**config.mk**
```make
export PLATFORM = sky130hd
export DESIGN_NAME = uart_core_cfg
export DESIGN_NICKNAME = d
export VERILOG_FILES = /design/src/rtl/uart_core_cfg.sv
export SDC_FILE = /design/constraint.sdc
export NUM_CORES = 1
export LEC_CHECK = 0
export ABC_AREA = 0
export CAP_MARGIN = 20
export CORE_MARGIN = 4
export CORE_UTILIZATION = 45
export CTS_CLUSTER_SIZE = 10
export DETAILED_ROUTE_END_ITERATION = 8
export PLACE_DENSITY_LB_ADDON = 0.15
export SLEW_MARGIN = 20
export SYNTH_ARGS = -nofsm -noshare
export SYNTH_HDL_FRONTEND = slang
export SYNTH_SLANG_ARGS = --single-unit
export TNS_END_PERCENT = 100
```
**constraint.sdc**
```tcl
create_clock -name clk -period 1.6 [get_ports clk]
set_input_delay 0.16 -clock clk [delete_from_list [all_inputs] [get_ports clk]]
set_output_delay 0.16 -clock clk [all_outputs]
set_load 0.01 [all_outputs]
```
**src/rtl/uart_core_cfg.sv**
```systemverilog
// Full-duplex UART with configurable data bits, parity and stop bits.
// TX and a 16x-oversampled RX share one free-running baud-tick divider.
module uart_core_cfg #(
  parameter int CLK_FREQ  = 1000000,
  parameter int BAUD      = 9600,
  parameter int DATA_BITS = 8,
  parameter int PARITY    = 0,
  parameter int STOP_BITS = 1
) (
  input  logic                 clk,
  input  logic                 rst,
  input  logic                 rx,
  input  logic [DATA_BITS-1:0] dintx,
  input  logic                 newd,
  output logic                 tx,
  output logic [DATA_BITS-1:0] doutrx,
  output logic                 donetx,
  output logic                 donerx,
  output logic                 txbusy,
  output logic                 rxbusy,
  output logic                 parity_err,
  output logic                 frame_err
);

  localparam int DIV   = CLK_FREQ / (BAUD * 16);
  localparam int DIV_W = (DIV > 1) ? $clog2(DIV) : 1;
  localparam int BIT_W = $clog2(DATA_BITS + 1);

  // ---------------- baud tick ----------------
  logic [DIV_W-1:0] div_cnt_reg;
  logic             tick;

  assign tick = (div_cnt_reg == DIV_W'(DIV - 1));

  always_ff @(posedge clk or negedge rst) begin
    if (!rst) div_cnt_reg <= '0;
    else      div_cnt_reg <= tick ? '0 : div_cnt_reg + 1'b1;
  end

  // ---------------- transmitter ----------------
  typedef enum logic [2:0] {TX_IDLE, TX_START, TX_DATA, TX_PAR, TX_STOP} tx_state_t;

  tx_state_t            tx_state_reg, tx_state_next;
  logic [3:0]           tx_tick_reg, tx_tick_next;
  logic [BIT_W-1:0]     tx_bit_reg, tx_bit_next;
  logic [DATA_BITS-1:0] tx_shift_reg, tx_shift_next;
  logic                 tx_par_reg, tx_par_next;
  logic                 tx_reg, tx_next;
  logic                 donetx_reg, donetx_next;
  logic                 tx_bit_end;

  // Each bit ends on the 16th tick; the 4-bit counter wraps by itself.
  assign tx_bit_end = tick && (tx_tick_reg == 4'd15);

  always_ff @(posedge clk or negedge rst) begin
    if (!rst) begin
      tx_state_reg <= TX_IDLE;
      tx_tick_reg  <= '0;
      tx_bit_reg   <= '0;
      tx_shift_reg <= '0;
      tx_par_reg   <= 1'b0;
      tx_reg       <= 1'b1;
      donetx_reg   <= 1'b0;
    end else begin
      tx_state_reg <= tx_state_next;
      tx_tick_reg  <= tx_tick_next;
      tx_bit_reg   <= tx_bit_next;
      tx_shift_reg <= tx_shift_next;
      tx_par_reg   <= tx_par_next;
      tx_reg       <= tx_next;
      donetx_reg   <= donetx_next;
    end
  end

  always_comb begin
    tx_state_next = tx_state_reg;
    tx_tick_next  = tick ? tx_tick_reg + 4'd1 : tx_tick_reg;
    tx_bit_next   = tx_bit_reg;
    tx_shift_next = tx_shift_reg;
    tx_par_next   = tx_par_reg;
    donetx_next   = 1'b0;
    tx_next       = 1'b1;

    case (tx_state_reg)
      TX_IDLE: begin
        tx_tick_next = '0;
        // The done cycle still counts as busy, so a held newd waits one cycle.
        if (newd && !donetx_reg) begin
          tx_shift_next = dintx;
          tx_par_next   = (PARITY == 1) ? ~(^dintx) : ^dintx;
          tx_bit_next   = '0;
          tx_state_next = TX_START;
        end
      end
      TX_START: begin
        if (tx_bit_end) begin
          tx_bit_next   = '0;
          tx_state_next = TX_DATA;
        end
      end
      TX_DATA: begin
        if (tx_bit_end) begin
          tx_shift_next = tx_shift_reg >> 1;
          if (tx_bit_reg == BIT_W'(DATA_BITS - 1)) begin
            tx_bit_next   = '0;
            tx_state_next = (PARITY != 0) ? TX_PAR : TX_STOP;
          end else begin
            tx_bit_next = tx_bit_reg + 1'b1;
          end
        end
      end
      TX_PAR: begin
        if (tx_bit_end) begin
          tx_bit_next   = '0;
          tx_state_next = TX_STOP;
        end
      end
      TX_STOP: begin
        if (tx_bit_end) begin
          if (tx_bit_reg == BIT_W'(STOP_BITS - 1)) begin
            tx_state_next = TX_IDLE;
            donetx_next   = 1'b1;
          end else begin
            tx_bit_next = tx_bit_reg + 1'b1;
          end
        end
      end
      default: tx_state_next = TX_IDLE;
    endcase

    case (tx_state_next)
      TX_START: tx_next = 1'b0;
      TX_DATA:  tx_next = tx_shift_next[0];
      TX_PAR:   tx_next = tx_par_next;
      default:  tx_next = 1'b1;
    endcase
  end

  assign tx     = tx_reg;
  assign donetx = donetx_reg;
  assign txbusy = (tx_state_reg != TX_IDLE) || donetx_reg;

  // ---------------- receiver ----------------
  typedef enum logic [2:0] {RX_IDLE, RX_START, RX_DATA, RX_PAR, RX_STOP, RX_WAIT_HI} rx_state_t;

  logic [1:0]           sync_reg;
  logic                 rx_s;
  rx_state_t            rx_state_reg, rx_state_next;
  logic [3:0]           rx_tick_reg, rx_tick_next;
  logic [BIT_W-1:0]     rx_bit_reg, rx_bit_next;
  logic [DATA_BITS-1:0] rx_shift_reg, rx_shift_next;
  logic                 rx_par_bad_reg, rx_par_bad_next;
  logic [DATA_BITS-1:0] doutrx_reg, doutrx_next;
  logic                 parity_err_reg, parity_err_next;
  logic                 frame_err_reg, frame_err_next;
  logic                 donerx_reg, donerx_next;
  logic                 rx_sample;
  logic                 rx_par_exp;

  assign rx_s       = sync_reg[1];
  assign rx_sample  = tick && (rx_tick_reg == 4'd15);
  assign rx_par_exp = (PARITY == 1) ? ~(^rx_shift_reg) : ^rx_shift_reg;

  always_ff @(posedge clk or negedge rst) begin
    if (!rst) begin
      sync_reg       <= 2'b11;
      rx_state_reg   <= RX_IDLE;
      rx_tick_reg    <= '0;
      rx_bit_reg     <= '0;
      rx_shift_reg   <= '0;
      rx_par_bad_reg <= 1'b0;
      doutrx_reg     <= '0;
      parity_err_reg <= 1'b0;
      frame_err_reg  <= 1'b0;
      donerx_reg     <= 1'b0;
    end else begin
      sync_reg       <= {sync_reg[0], rx};
      rx_state_reg   <= rx_state_next;
      rx_tick_reg    <= rx_tick_next;
      rx_bit_reg     <= rx_bit_next;
      rx_shift_reg   <= rx_shift_next;
      rx_par_bad_reg <= rx_par_bad_next;
      doutrx_reg     <= doutrx_next;
      parity_err_reg <= parity_err_next;
      frame_err_reg  <= frame_err_next;
      donerx_reg     <= donerx_next;
    end
  end

  always_comb begin
    rx_state_next   = rx_state_reg;
    rx_tick_next    = tick ? rx_tick_reg + 4'd1 : rx_tick_reg;
    rx_bit_next     = rx_bit_reg;
    rx_shift_next   = rx_shift_reg;
    rx_par_bad_next = rx_par_bad_reg;
    doutrx_next     = doutrx_reg;
    parity_err_next = parity_err_reg;
    frame_err_next  = frame_err_reg;
    donerx_next     = 1'b0;

    case (rx_state_reg)
      RX_IDLE: begin
        rx_tick_next = '0;
        if (!rx_s) rx_state_next = RX_START;
      end
      RX_START: begin
        // Mid-start check; restarting the count here centres all later samples.
        if (tick && (rx_tick_reg == 4'd7)) begin
          rx_tick_next  = '0;
          rx_bit_next   = '0;
          rx_state_next = rx_s ? RX_IDLE : RX_DATA;
        end
      end
      RX_DATA: begin
        if (rx_sample) begin
          rx_shift_next = {rx_s, rx_shift_reg[DATA_BITS-1:1]};
          if (rx_bit_reg == BIT_W'(DATA_BITS - 1)) begin
            rx_bit_next   = '0;
            rx_state_next = (PARITY != 0) ? RX_PAR : RX_STOP;
          end else begin
            rx_bit_next = rx_bit_reg + 1'b1;
          end
        end
      end
      RX_PAR: begin
        if (rx_sample) begin
          rx_par_bad_next = (rx_s != rx_par_exp);
          rx_state_next   = RX_STOP;
        end
      end
      RX_STOP: begin
        if (rx_sample) begin
          doutrx_next     = rx_shift_reg;
          parity_err_next = (PARITY != 0) && rx_par_bad_reg;
          frame_err_next  = !rx_s;
          donerx_next     = 1'b1;
          // A low stop bit may be a break; wait for the line to recover.
          rx_state_next   = rx_s ? RX_IDLE : RX_WAIT_HI;
        end
      end
      RX_WAIT_HI: begin
        if (rx_s) rx_state_next = RX_IDLE;
      end
      default: rx_state_next = RX_IDLE;
    endcase
  end

  assign doutrx     = doutrx_reg;
  assign donerx     = donerx_reg;
  assign rxbusy     = (rx_state_reg != RX_IDLE);
  assign parity_err = parity_err_reg;
  assign frame_err  = frame_err_reg;

endmodule
```
-- Yosys cells after proc, flatten, opt, wreduce, memory -nomap -nowiden
Cells that the tools add are included.
- add/sub/neg operators: 5
- equality and inequality tests: 30
- muxes and demuxes: 46
- reductions and logical operators: 24
- operator list (operator ; number):
    $mux W4 ; 13
    $mux W3 ; 16
    $ne A2 B2 Y1 const B ; 11
    $eq A3 B2 Y1 const B ; 6
    $pmux W3 S6 ; 1
    $add A4 B1 Y4 const B ; 4
    $mux W8 ; 2
    $pmux W4 S2 ; 2
    $pmux W4 S4 ; 1
    $pmux W8 S2 ; 1
    $pmux W3 S5 ; 1
    $eq A3 B3 Y1 const B ; 4
    $eq A4 B3 Y1 const B ; 3
    $eq A3 B1 Y1 const B ; 3
    $eq A4 B4 Y1 const B ; 2
    $reduce_xor A8 Y1 ; 1
    $mux W1 ; 7
    $reduce_and A7 Y1 ; 1
    $logic_not A3 Y1 ; 2
    $reduce_and A3 Y1 ; 2
    $reduce_and A6 Y1 ; 1
    $reduce_bool A2 Y1 ; 3
    $reduce_bool A3 Y1 ; 2
    $logic_and A1 B1 Y1 ; 4
    10 further kinds ; 12
- register bits after elaboration: 56
- word-level logic and storage cells: 122

-- Longest topological paths before layout
Gate-level depths: netlist (run 1).
- word-level depth: 6
- mapped depth: 7
- gate-level depth less buffers: 7

-- Worst setup path after synthesis (run 1)
Ideal clock, no wire load.
- kind: register to register
- start: register tx_tick_reg[0]
- end: register tx_reg (netlist: tx)
- setup time: 0.101 ns
- data arrival time: 1.622 ns
- setup slack: -0.123 ns
- cell stages (with the launch flop): 8
- clock period less this slack: 1.723 ns
- cell sequence: dfrtp_1 -> ha_1 -> and3_1 -> and2_4 -> and3_1 -> clkbuf_1 -> a222oi_1 -> a22oi_1
- longest elaborated chain between the ends: 6
- elaborated cells on any way between the ends: 13
- RTL lines (item ; RTL line ; text):
    start: declaration ; 44 ; logic [3:0] tx_tick_reg, tx_tick_next;
    start signal: assignment ; 66 ; tx_tick_reg <= tx_tick_next;
    $eq A4 B4 Y1 * ; 53 ; assign tx_bit_end = tick && (tx_tick_reg == 4'd15);
    $logic_and A1 B1 Y1 * ; 53 ;
    $mux W3, on equally long branches ; n/a ;
    $pmux W3 S5 ; 84 ; case (tx_state_reg)
    $eq A3 B2 Y1 or $eq A3 B1 Y1 (tied branches) ; 131 ; case (tx_state_next)
    $pmux W1 S3 * ; 131 ;
    via tx_next ; 48 ; logic tx_reg, tx_next;
    end signal: assignment ; 70 ; tx_reg <= tx_next;
    end: declaration ; 48 ;
Mark *: on every way through the listed nets, which the timed path passes. The rest lies on a longest branch. The select of a mux whose other input is x is not followed.
A chain may end at the register's enable or synchronous reset.

-- Worst setup path in the final report (run 1)
- start: register div_cnt_reg[1]
- end: register doutrx_reg[3] (netlist: doutrx[3])
- longest elaborated chain between the ends: 3
- RTL lines (item ; RTL line ; text):
    start: declaration ; 30 ; logic [DIV_W-1:0] div_cnt_reg;
    start signal: assignment ; 37 ; else div_cnt_reg <= tick ? '0 : div_cnt_reg + 1'b1;
    $eq A3 B3 Y1 ; 33 ; assign tick = (div_cnt_reg == DIV_W'(DIV - 1));
    $logic_and A1 B1 Y1 ; 161 ; assign rx_sample = tick && (rx_tick_reg == 4'd15);
    $reduce_and A2 Y1 (no line) ; n/a ;
    end signal: assignment ; 183 ; doutrx_reg <= doutrx_next;
    end: declaration ; 153 ; logic [DATA_BITS-1:0] doutrx_reg, doutrx_next;
Every way passes these cells.

==> results of run 1 <==
## Yosys cell counts, types with 2 or more instances
| library cell | count | area share, % |
|---|---|---|
| mux2_2 | 9 | 3.8 |
| and3b_1 | 2 | 0.65 |
| mux2i_1 | 2 | 0.75 |
| o31ai_1 | 3 | 0.84 |
| nand2b_1 | 12 | 2.8 |
| a21o_1 | 2 | 0.56 |
| buf_2 | 4 | 0.75 |
| nand3b_1 | 2 | 0.56 |
| o21ai_0 | 10 | 1.9 |
| ha_1 | 5 | 2.3 |
| and3_1 | 2 | 0.47 |
| a22o_1 | 2 | 0.65 |
| xnor2_1 | 10 | 3.3 |
| nor3_1 | 3 | 0.56 |
| nand3_1 | 5 | 0.93 |
| nor2b_1 | 2 | 0.47 |
| nand4_1 | 3 | 0.70 |
| a32o_1 | 2 | 0.75 |
| clkbuf_1 | 4 | 0.56 |
| xor2_1 | 3 | 0.98 |
| dfstp_2 | 3 | 2.9 |
| inv_1 | 14 | 2.0 |
| o21bai_1 | 2 | 0.56 |
| or3b_2 | 2 | 0.65 |
| dfrtp_1 | 53 | 50 |
| o22ai_1 | 2 | 0.47 |
| a222oi_1 | 7 | 2.6 |
| nor2_1 | 12 | 1.7 |
| a21oi_1 | 7 | 1.3 |
| nand2_1 | 42 | 5.9 |
| o21ai_2 | 2 | 0.65 |
## power groups by stage
stage	Sequential, mW	Clock (mW)	Combinational [mW]
after global routing	1.46	0.897	0.275
final	1.45	0.816	0.249
after global placement	1.48	0	0.206
after detailed placement	1.48	0	0.207
after CTS	1.45	0.839	0.218
after floorplan	1.48	0	0.0943
## metal layers
metal	vias to the layer above	routed length (um)	GRT usage, %
li1	1070	-	-
met2	25	2880	25.6
met3	8	167	3.20
met5	-	0	0
met4	0	80	4.32
met1	1069	2720	21.0
## worst paths after layout
path | start | to | slack, ns
max reg2reg | div_cnt_reg[1]$_DFF_PN0_ | doutrx[3]$_DFFE_PN0P_ | -0.09
min reg2reg | sync_reg[0]$_DFF_PN1_ | sync_reg[1]$_DFF_PN1_ | 0.37
min in group asynchronous | rst | doutrx[6]$_DFFE_PN0P_ | 0.30
max in group asynchronous | rst | tx$_DFF_PN1_ | 0.69
min | rx | sync_reg[0]$_DFF_PN1_ | 0.24
max | div_cnt_reg[1]$_DFF_PN0_ | doutrx[3]$_DFFE_PN0P_ | -0.09
## stage by stage
step	instance area [um2]	setup slack (ns)	setup TNS, ns	util [%]	hold slack, ns
2_1_floorplan	2700	-0.0885	-0.866	-	-0.136
3_3_place_gp	3300	-0.0820	-1.17	58.5	0.117
3_5_place_dp	3300	-0.0875	-1.23	58.5	0.121
4_1_cts	3530	-0.0785	-0.614	62.7	0.230
5_1_grt	3820	-0.188	-3.20	67.6	0.224
6_report	3820	-0.0853	-0.983	67.6	0.238
## timing repair
item	4_1_cts	5_1_grt
hold buffers	1	0
setup buffers	10	7
endpoints found under the hold margin	17	0
setup endpoints to repair	29	39
gates cloned	0	2
resized for setup	21	64
pin swaps	11	37
## cells by family (layout without fill, tap and decap cells)
kind of cell	after synthesis	count (layout)	synth area share [%]
and+or+nand+nor	97	98	18.8
DFF	56	56	52.5
AOI/OAI and AO/OA	48	48	13.3
buffers and inverters	25	109	4.16
xor gates and xnor gates	13	13	4.25
muxes	11	11	4.53
adders and majority gates	5	5	2.34
other	1	1	0.140
## area by class of cell
cell class	instances	area share (%)
Clock buffer	5	1.80
Clock inverter	3	0.721
Multi-Input combinational cell	176	36.7
Inverter	15	1.67
Tap cell	72	2.36
Sequential cell	56	36.9
Timing Repair inverter	1	0.164
Timing Repair Buffer	85	19.7
## worst register-to-register path: cells and delay by family (launching register included)
family	cells	cell delay (ns)
DFF	1	0.40
buffers and inverters	2	0.29
and+or+nand+nor	4	0.94
## cell usage in the layout, fill, tap and decap left out, drive strengths merged, types with 3 or more instances in the layout
cell type       n
dfstp           3
nand2          43
dfrtp          53
a222oi          7
nand2b         12
mux2            9
o31ai           3
ha              5
clkbuf          5
o21ai          12
or3b            3
nor2           12
nand3           5
xnor2          10
nand4           4
clkdlybuf4s50  22
nor3            3
a21oi           7
inv            16
xor2            3
buf            61
==> reports/qor.yml, run 1 <==
die_w_um: 85.1
peakVddDrop_mv: 0.484
floorplan.initialDensity_pct: 47.5
cts_root_buf: "clkbuf_8"
synthFlopType: "dfrtp_1"
postLayoutSetupSlackWorst_ns: -0.0853
core_area_um2: 5640
leakage_nw: 1.77
grt_overflow: 0
cp_max_fo: 7
tritoncts: "built"
grtUsageTotal_pct: 15.6
syn_to_final_growth_pct: 42.5
clock-skew-final_ns: 0.00626
critical_path.cell_chain: "nand3b_1, buf_6, or4_4, clkinv_4, nand2_1, nand2_1"
grt_pass1_wl_mm: 9.24
critPathLaunchType: "flop"
finalPower_mw: 2.52
clock_latency_ns: 0.31
ys_warn_count: 0
route.detailed.drc: 0
finalSetupViolations: 30
grt_max_degree: 40
dp_hpwl_mm: 3.62
htree_levels: 2
pwr-share-seq_pct: 57.7
required_ns: 1.86
worstPathArrival_ns: 1.94
rsz0062_at_grt: "true"
clk_pin_slew_ns: 0.11
synth_seq_cells: 56
antenna_cells: 0
hold_depth: 1
ys_seq_area_share_pct: 52.5
cp_common_cell: "nand2_1"
violations: "setup timing"
netlist_instances: 256
p_sw_share_pct: 24.7
status: "finished, violations left"
multiInputGateArea_um2: 1400
syn_avg_cell_area_um2: 10.5
power.density_nw_per_um2: 660
crit_path_end_kind: "flop"
die_area_um2: 7250
synth_edf_count: 0
wl_per_cell_um: 14.2
drtIter0Drc: 124
final_cells: 413
critical_path.top_delay_family: "simple AND/OR/NAND/NOR gates"
post_drt_via_cell_ratio: 5.26
synthDistinctLibCells: 54
cts_buffer_depth: 2
ioPinCount: 27
worstRegToRegCells: 6
place_congestion: 0.822
combPwrFrac_pct: 9.9
hold_violations: 0
final_nets: 357
seq_area_um2: 1410
worstSetupPathType: "flop to flop"
nFillCells: 429
portBuffers: 25
first_global_vias: 2048
wirelength_mm: 5.85
syn_nets: 273
cts.sinks: 56
firstDrtPassIters: 4
slowest_delay_ns: 0.62
power.switching_mw: 0.623
netlist_area_um2: 2680
antenna_found_initial: 0
critPathBufInv: 2
cts-buffers-inserted: 5
place_inst: 385
drv_cap: 0
hold_path.class: "primary input to flop"
drive_gt1_share_pct: 41.3
detail-route-antenna-nets: 0
slew_viol_final: 0
p_int_mw: 1.89
synth-async-reset-ratio_pct: 100
slowest_stage: "or4_4"
die_height_um: 85.1
p_clk_share_pct: 32.4
min_period_ns: 1.69
max_freq_mhz: 593
cp_num_cells: 6
num_rows: 27
vias: 2172
timing.final.crit_share_pct: 105
(Power assumes the default switching activity.)
==> run 2, diff against run 1 <==
--- a/config.mk
+++ b/config.mk
@@ -12,6 +12,7 @@
 export CTS_CLUSTER_SIZE = 10
 export DETAILED_ROUTE_END_ITERATION = 8
 export PLACE_DENSITY_LB_ADDON = 0.15
+export SKIP_CTS_REPAIR_TIMING = 1
 export SLEW_MARGIN = 20
 export SYNTH_ARGS = -nofsm -noshare
 export SYNTH_HDL_FRONTEND = slang
==> constraint.sdc (replaced) <==
create_clock -name clk -period 2.01 [get_ports clk]
set_input_delay 0.201 -clock clk [delete_from_list [all_inputs] [get_ports clk]]
set_output_delay 0.201 -clock clk [all_outputs]
set_load 0.01 [all_outputs]
==> reports/qor.yml, run 2 (same netlist as run 1, synthesis figures left out) <==
floorplan.initialDensity_pct: 47.5  # unchanged
power.switching_mw: 0.437  # was 0.623 mW
pwr-share-seq_pct: 55.4  # was 57.7%
rr_startpoint: "tx_tick_reg[0]$_DFFE_PN0P_"  # was div_cnt_reg[1]$_DFF_PN0_
grt_pass1_wl_mm: 8.61  # was 9.24 mm
postLayoutSetupSlackWorst_ns: 0.163  # was -0.0853 ns
wirelength_mm: 4.77  # was 5.85 mm
vias: 1877  # was 2,172
cts-buffers-inserted: 5  # unchanged
timing.final.crit_share_pct: 91.9
num_rows: 27  # unchanged
antenna_cells: 0  # unchanged
die_area_um2: 7250  # unchanged
wl_per_cell_um: 13.1  # was 14.2 um
cts_root_buf: "clkbuf_8"  # unchanged
final_nets: 307  # was 357
required_ns: 1.81  # was 1.86 ns
detail-route-antenna-nets: 0  # unchanged
min_period_ns: 1.85
p_int_mw: 1.66  # was 1.89 mW
worstPathArrival_ns: 1.65  # was 1.94 ns
status: "finished, final reports clean"  # was finished, violations left
die_height_um: 85.1  # unchanged
cp_max_fo: 9  # was 7
clk_pin_slew_ns: 0.09  # was 0.11 ns
crit_path_end_kind: "output port"  # was flop
drtIter0Drc: 148  # was 124
grt_overflow: 0  # unchanged
cts.sinks: 56  # unchanged
worstRegToRegCells: 6  # unchanged
drv_cap: 0  # unchanged
syn_to_final_growth_pct: 19.3  # was 42.5%
hp-start: "rx"  # unchanged
htree_levels: 2  # unchanged
dp_hpwl_mm: 3.38  # was 3.62 mm
layout_commonest_cell: "dfrtp_1"  # unchanged
antenna_found_initial: 0  # unchanged
r2r_end: "tx$_DFF_PN1_"  # was doutrx[3]$_DFFE_PN0P_
power.density_nw_per_um2: 655  # was 660 nW/um2
cts_buffer_depth: 2  # unchanged
nFillCells: 480  # was 429
final_cells: 363  # was 413
ioPinCount: 27  # unchanged
finalSetupViolations: 0  # was 30
leakage_nw: 1.49  # was 1.77 nW
firstDrtPassIters: 4  # unchanged
core_area_um2: 5640  # unchanged
portBuffers: 25  # unchanged
r2r_setup_slack_ns: 0.19  # was -0.09 ns
grtUsageTotal_pct: 14.3  # was 15.6%
clock-skew-final_ns: 0.00568  # was 0.00626 ns
post_drt_via_cell_ratio: 5.17  # was 5.26
critPathLaunchType: "flop"  # unchanged
place_inst: 354  # was 385
hold_path.class: "primary input to flop"  # unchanged
fin_setup_tns_ns: 0  # was -0.983 ns
tritoncts: "built"  # unchanged
hold_violations: 0  # unchanged
p_sw_share_pct: 20.9  # was 24.7%
route.detailed.drc: 0  # unchanged
dpl_worst_slack_ns: 0.207  # was -0.0875 ns
worstSetupPathType: "flop to output port"  # was flop to flop
clock_latency_ns: 0.30  # was 0.31 ns
slew_viol_final: 0  # unchanged
p_clk_share_pct: 37.9  # was 32.4%
holdPathEnd: "sync_reg[0]$_DFF_PN1_"  # unchanged
combPwrFrac_pct: 6.7  # was 9.9%
final_cell_mix: "53 x dfrtp_1, 42 x nand2_1, 24 x clkdlybuf4s50_1, 14 x inv_1"  # was 52 x dfrtp_1, 45 x buf_4, 28 x nand2_1, 22 x clkdlybuf4s50_1, 15 x nand2_2
rsz0062_at_grt: "false"  # was true
first_global_vias: 1885  # was 2,048
drive_gt1_share_pct: 15.5  # was 41.3%
place_congestion: 0.783  # was 0.822
max_freq_mhz: 541
holdWs_ns: 0.296  # was 0.238 ns
grt_max_degree: 57  # was 40
peakVddDrop_mv: 0.371  # was 0.484 mV
die_w_um: 85.1  # unchanged
hold_depth: 1  # unchanged
==> run 2: cell types whose count changed in the layout (fill, tap and decap cells not counted), moves of 4 or more <==
cell | before | now
buf_4 | 45 | 10
buf_6 | 13 | 0
ha_1 | 1 | 5
nand2_1 | 28 | 42
nand2_2 | 15 | 1
o21ai_0 | 2 | 10
o21ai_1 | 4 | 0
==> run 2: cell type report <==
cell class / instances / area, um2 / area share, %
flip-flops and latches: 56 / 1410 / 44.0
multi-input cells: 175 / 1170 / 36.5
repair buffers: 37 / 350 / 11.0
clock buffers: 7 / 96.3 / 3.01
well taps: 72 / 90.1 / 2.82
inverters: 15 / 57.6 / 1.80
clock inverters: 1 / 30.0 / 0.940
==> run 2: layer usage <==
metal  global-route usage (%)  share of wire [%]  wire [um]  vias up
met5                        0                  0          0        -
met4                     4.17                1.3         62        0
met3                     3.40                3.3        158        5
met2                     22.3                 44       2090       28
met1                     20.0                 52       2460      888
li1                         -                  -          -      956
==> run 2: stage by stage <==
stage / utilization, % / instance area, um2 / power, mW
floorplan: - / 2680 / 1.25
global placement: 54.1 / 3050 / 1.32
detailed placement: 54.1 / 3050 / 1.32
CTS: 56.4 / 3180 / 2.12
global route: 56.6 / 3200 / 2.19
finish: 56.6 / 3200 / 2.09
==> run 2: worst max path at each step <==
stage,from,to,cells past startpoint
final,rx_state_reg[2]$_DFFE_PN0P_,rxbusy,2
after global routing,tx_bit_reg[0]$_DFFE_PN0P_,tx_bit_reg[2]$_DFFE_PN0P_,8
after CTS,tx_state_reg[1]$_DFF_PN0_,txbusy,4
after detailed placement,tx_tick_reg[0]$_DFFE_PN0P_,tx$_DFF_PN1_,6
after global placement,tx_bit_reg[0]$_DFFE_PN0P_,tx_bit_reg[2]$_DFFE_PN0P_,8
after floorplan,tx_tick_reg[0]$_DFFE_PN0P_,tx$_DFF_PN1_,7
==> run 2: critical path, cell delays in order, from the launching register on <==
cell,delay [ns]
dfrtp_1,0.48
or3_1,0.39
clkdlybuf4s50_1,0.48
==> run 2: power groups by stage <==
| stage | combinational [mW] | sequential (mW) | clock (mW) |
|---|---|---|---|
| finish | 0.140 | 1.16 | 0.794 |
| global route | 0.159 | 1.16 | 0.865 |
| CTS | 0.143 | 1.16 | 0.819 |
| detailed placement | 0.142 | 1.18 | 0 |
| global placement | 0.141 | 1.18 | 0 |
| floorplan | 0.0742 | 1.18 | 0 |
==> run 3, diff against run 2 <==
==> constraint.sdc (replaced) <==
create_clock -name clk -period 1.67 [get_ports clk]
set_input_delay 0.167 -clock clk [delete_from_list [all_inputs] [get_ports clk]]
set_output_delay 0.167 -clock clk [all_outputs]
set_load 0.01 [all_outputs]
==> reports/qor.yml, run 3 (same netlist as run 1, synthesis figures left out) <==
core_area_um2: 5640  # unchanged
clock_latency_ns: 0.31  # was 0.30 ns
final_cell_mix: "53 x dfrtp_1, 41 x buf_4, 34 x nand2_1, 22 x clkdlybuf4s50_1, 14 x inv_1"  # was 53 x dfrtp_1, 42 x nand2_1, 24 x clkdlybuf4s50_1, 14 x inv_1
place_inst: 381  # was 354
grt_max_degree: 57  # unchanged
vias: 2090  # was 1,877
clock-skew-final_ns: 0.0143  # was 0.00568 ns
grtUsageTotal_pct: 15.1  # was 14.3%
die_w_um: 85.1  # unchanged
critical_path.cell_chain: "buf_6, or3b_4, or4_4, clkinv_4, nand2_1, nand2_1"  # was or3_1, clkdlybuf4s50_1
antenna_cells: 0  # unchanged
post-route-util_pct: 63.9  # was 56.6%
cts_buffer_depth: 2  # unchanged
die_height_um: 85.1  # unchanged
leakage_nw: 1.70  # was 1.49 nW
worstPathArrival_ns: 2.01  # was 1.65 ns
portBuffers: 25  # unchanged
htree_levels: 2  # unchanged
nFillCells: 452  # was 480
power.density_nw_per_um2: 665  # was 655 nW/um2
hold_path.class: "primary input to flop"  # unchanged
violations: "setup timing"
wirelength_mm: 5.42  # was 4.77 mm
min_period_ns: 1.75
timing.final.crit_share_pct: 105
status: "finished, violations left"  # was finished, final reports clean
wl_per_cell_um: 13.5  # was 13.1 um
cts-buffers-inserted: 5  # unchanged
drtIter0Drc: 95  # was 148
cp_common_cell: "nand2_1"
firstDrtPassIters: 4  # unchanged
post_drt_via_cell_ratio: 5.21  # was 5.17
rsz0062_at_grt: "true"  # was false
hold_violations: 0  # unchanged
first_global_vias: 2006  # was 1,885
layout_commonest_cell: "dfrtp_1"  # unchanged
seq_area_um2: 1410  # unchanged
max_freq_mhz: 571
drive_gt1_share_pct: 33.1  # was 15.5%
clk_pin_slew_ns: 0.11  # was 0.09 ns
tritoncts: "built"  # unchanged
grt_pass1_wl_mm: 8.99  # was 8.61 mm
die_area_um2: 7250  # unchanged
floorplan.initialDensity_pct: 47.5  # unchanged
finalPower_mw: 2.40  # was 2.09 mW
route.detailed.drc: 0  # unchanged
postLayoutSetupSlackWorst_ns: -0.0828  # was 0.163 ns
cts_root_buf: "clkbuf_8"  # unchanged
slew_viol_final: 0  # unchanged
cts.sinks: 56  # unchanged
critPathLaunchType: "flop"  # unchanged
crit_path_end_kind: "flop"  # was output port
finalSetupViolations: 11  # was 0
detail-route-antenna-nets: 0  # unchanged
num_rows: 27  # unchanged
worstSetupPathType: "flop to flop"  # was flop to output port
grt_overflow: 0  # unchanged
syn_to_final_growth_pct: 34.7  # was 19.3%
place_congestion: 0.793  # was 0.783
cp_max_fo: 7  # was 9
required_ns: 1.93  # was 1.81 ns
peakVddDrop_mv: 0.469  # was 0.371 mV
slowest_delay_ns: 0.53  # was 0.48 ns
final_cells: 401  # was 363
ioPinCount: 27  # unchanged
dp_hpwl_mm: 3.65  # was 3.38 mm
multiInputGateArea_um2: 1300  # was 1170 um2
drv_cap: 0  # unchanged
slowest_stage: "or4_4"  # was dfrtp_1
antenna_found_initial: 0  # unchanged
final_nets: 345  # was 307
## run 3: path summary, 6_finish.rpt
path	slack, ns	end	start	depth (start not counted)
hold / removal	0.25	sync_reg[0]$_DFF_PN1_	rx	1
min in group asynchronous	0.37	doutrx[5]$_DFFE_PN0P_	rst	3
setup reg to reg	-0.08	doutrx[3]$_DFFE_PN0P_	rx_state_reg[0]$_DFFE_PN0P_	6
setup / recovery	-0.08	doutrx[3]$_DFFE_PN0P_	rx_state_reg[0]$_DFFE_PN0P_	6
hold reg to reg	0.36	sync_reg[1]$_DFF_PN1_	sync_reg[0]$_DFF_PN1_	0
max in group asynchronous	0.99	tx$_DFF_PN1_	rst	3
## run 3: per-layer routing
metal	GRT usage, %	vias to the layer above	part of all wire [%]
met4	4.03	0	0.87
li1	-	1041	-
met2	24.6	37	47
met1	20.3	1008	48
met5	0	-	0
met3	3.30	4	3.9
## run 3: metrics by stage
stage               setup WS, ns  instance area (um2)  setup TNS [ns]  hold WS (ns)
CTS                       -0.246                 3360           -1.09        -0.156
detailed placement       -0.0780                 3260          -0.456         0.188
floorplan                -0.0185                 2690          -0.100        -0.129
global placement         -0.0439                 3260          -0.192         0.192
finish                   -0.0828                 3610          -0.646         0.250
global route              -0.214                 3610           -2.04         0.231
## run 3: area by class of cell
type                            count  area share [%]
Sequential cell                    56            39.0
Clock buffer                        5            1.91
Tap cell                           72            2.50
Multi-Input combinational cell    176            36.2
Timing Repair Buffer               73            17.9
Timing Repair inverter              1           0.173
Clock inverter                      3           0.729
Inverter                           15            1.70
## run 3: where the power goes
group	internal (mW)	total (mW)	switching [mW]
sequential	1.38	1.39	0.0119
combinational	0.123	0.230	0.108
clock	0.310	0.776	0.466
total	1.81	2.40	0.585
## run 3: critical path, delay by kind of cell, from the launching register on
family / cells / cell delay, ns
DFF: 1 / 0.42
and+or+nand+nor: 4 / 1.04
buffers and inverters: 2 / 0.24
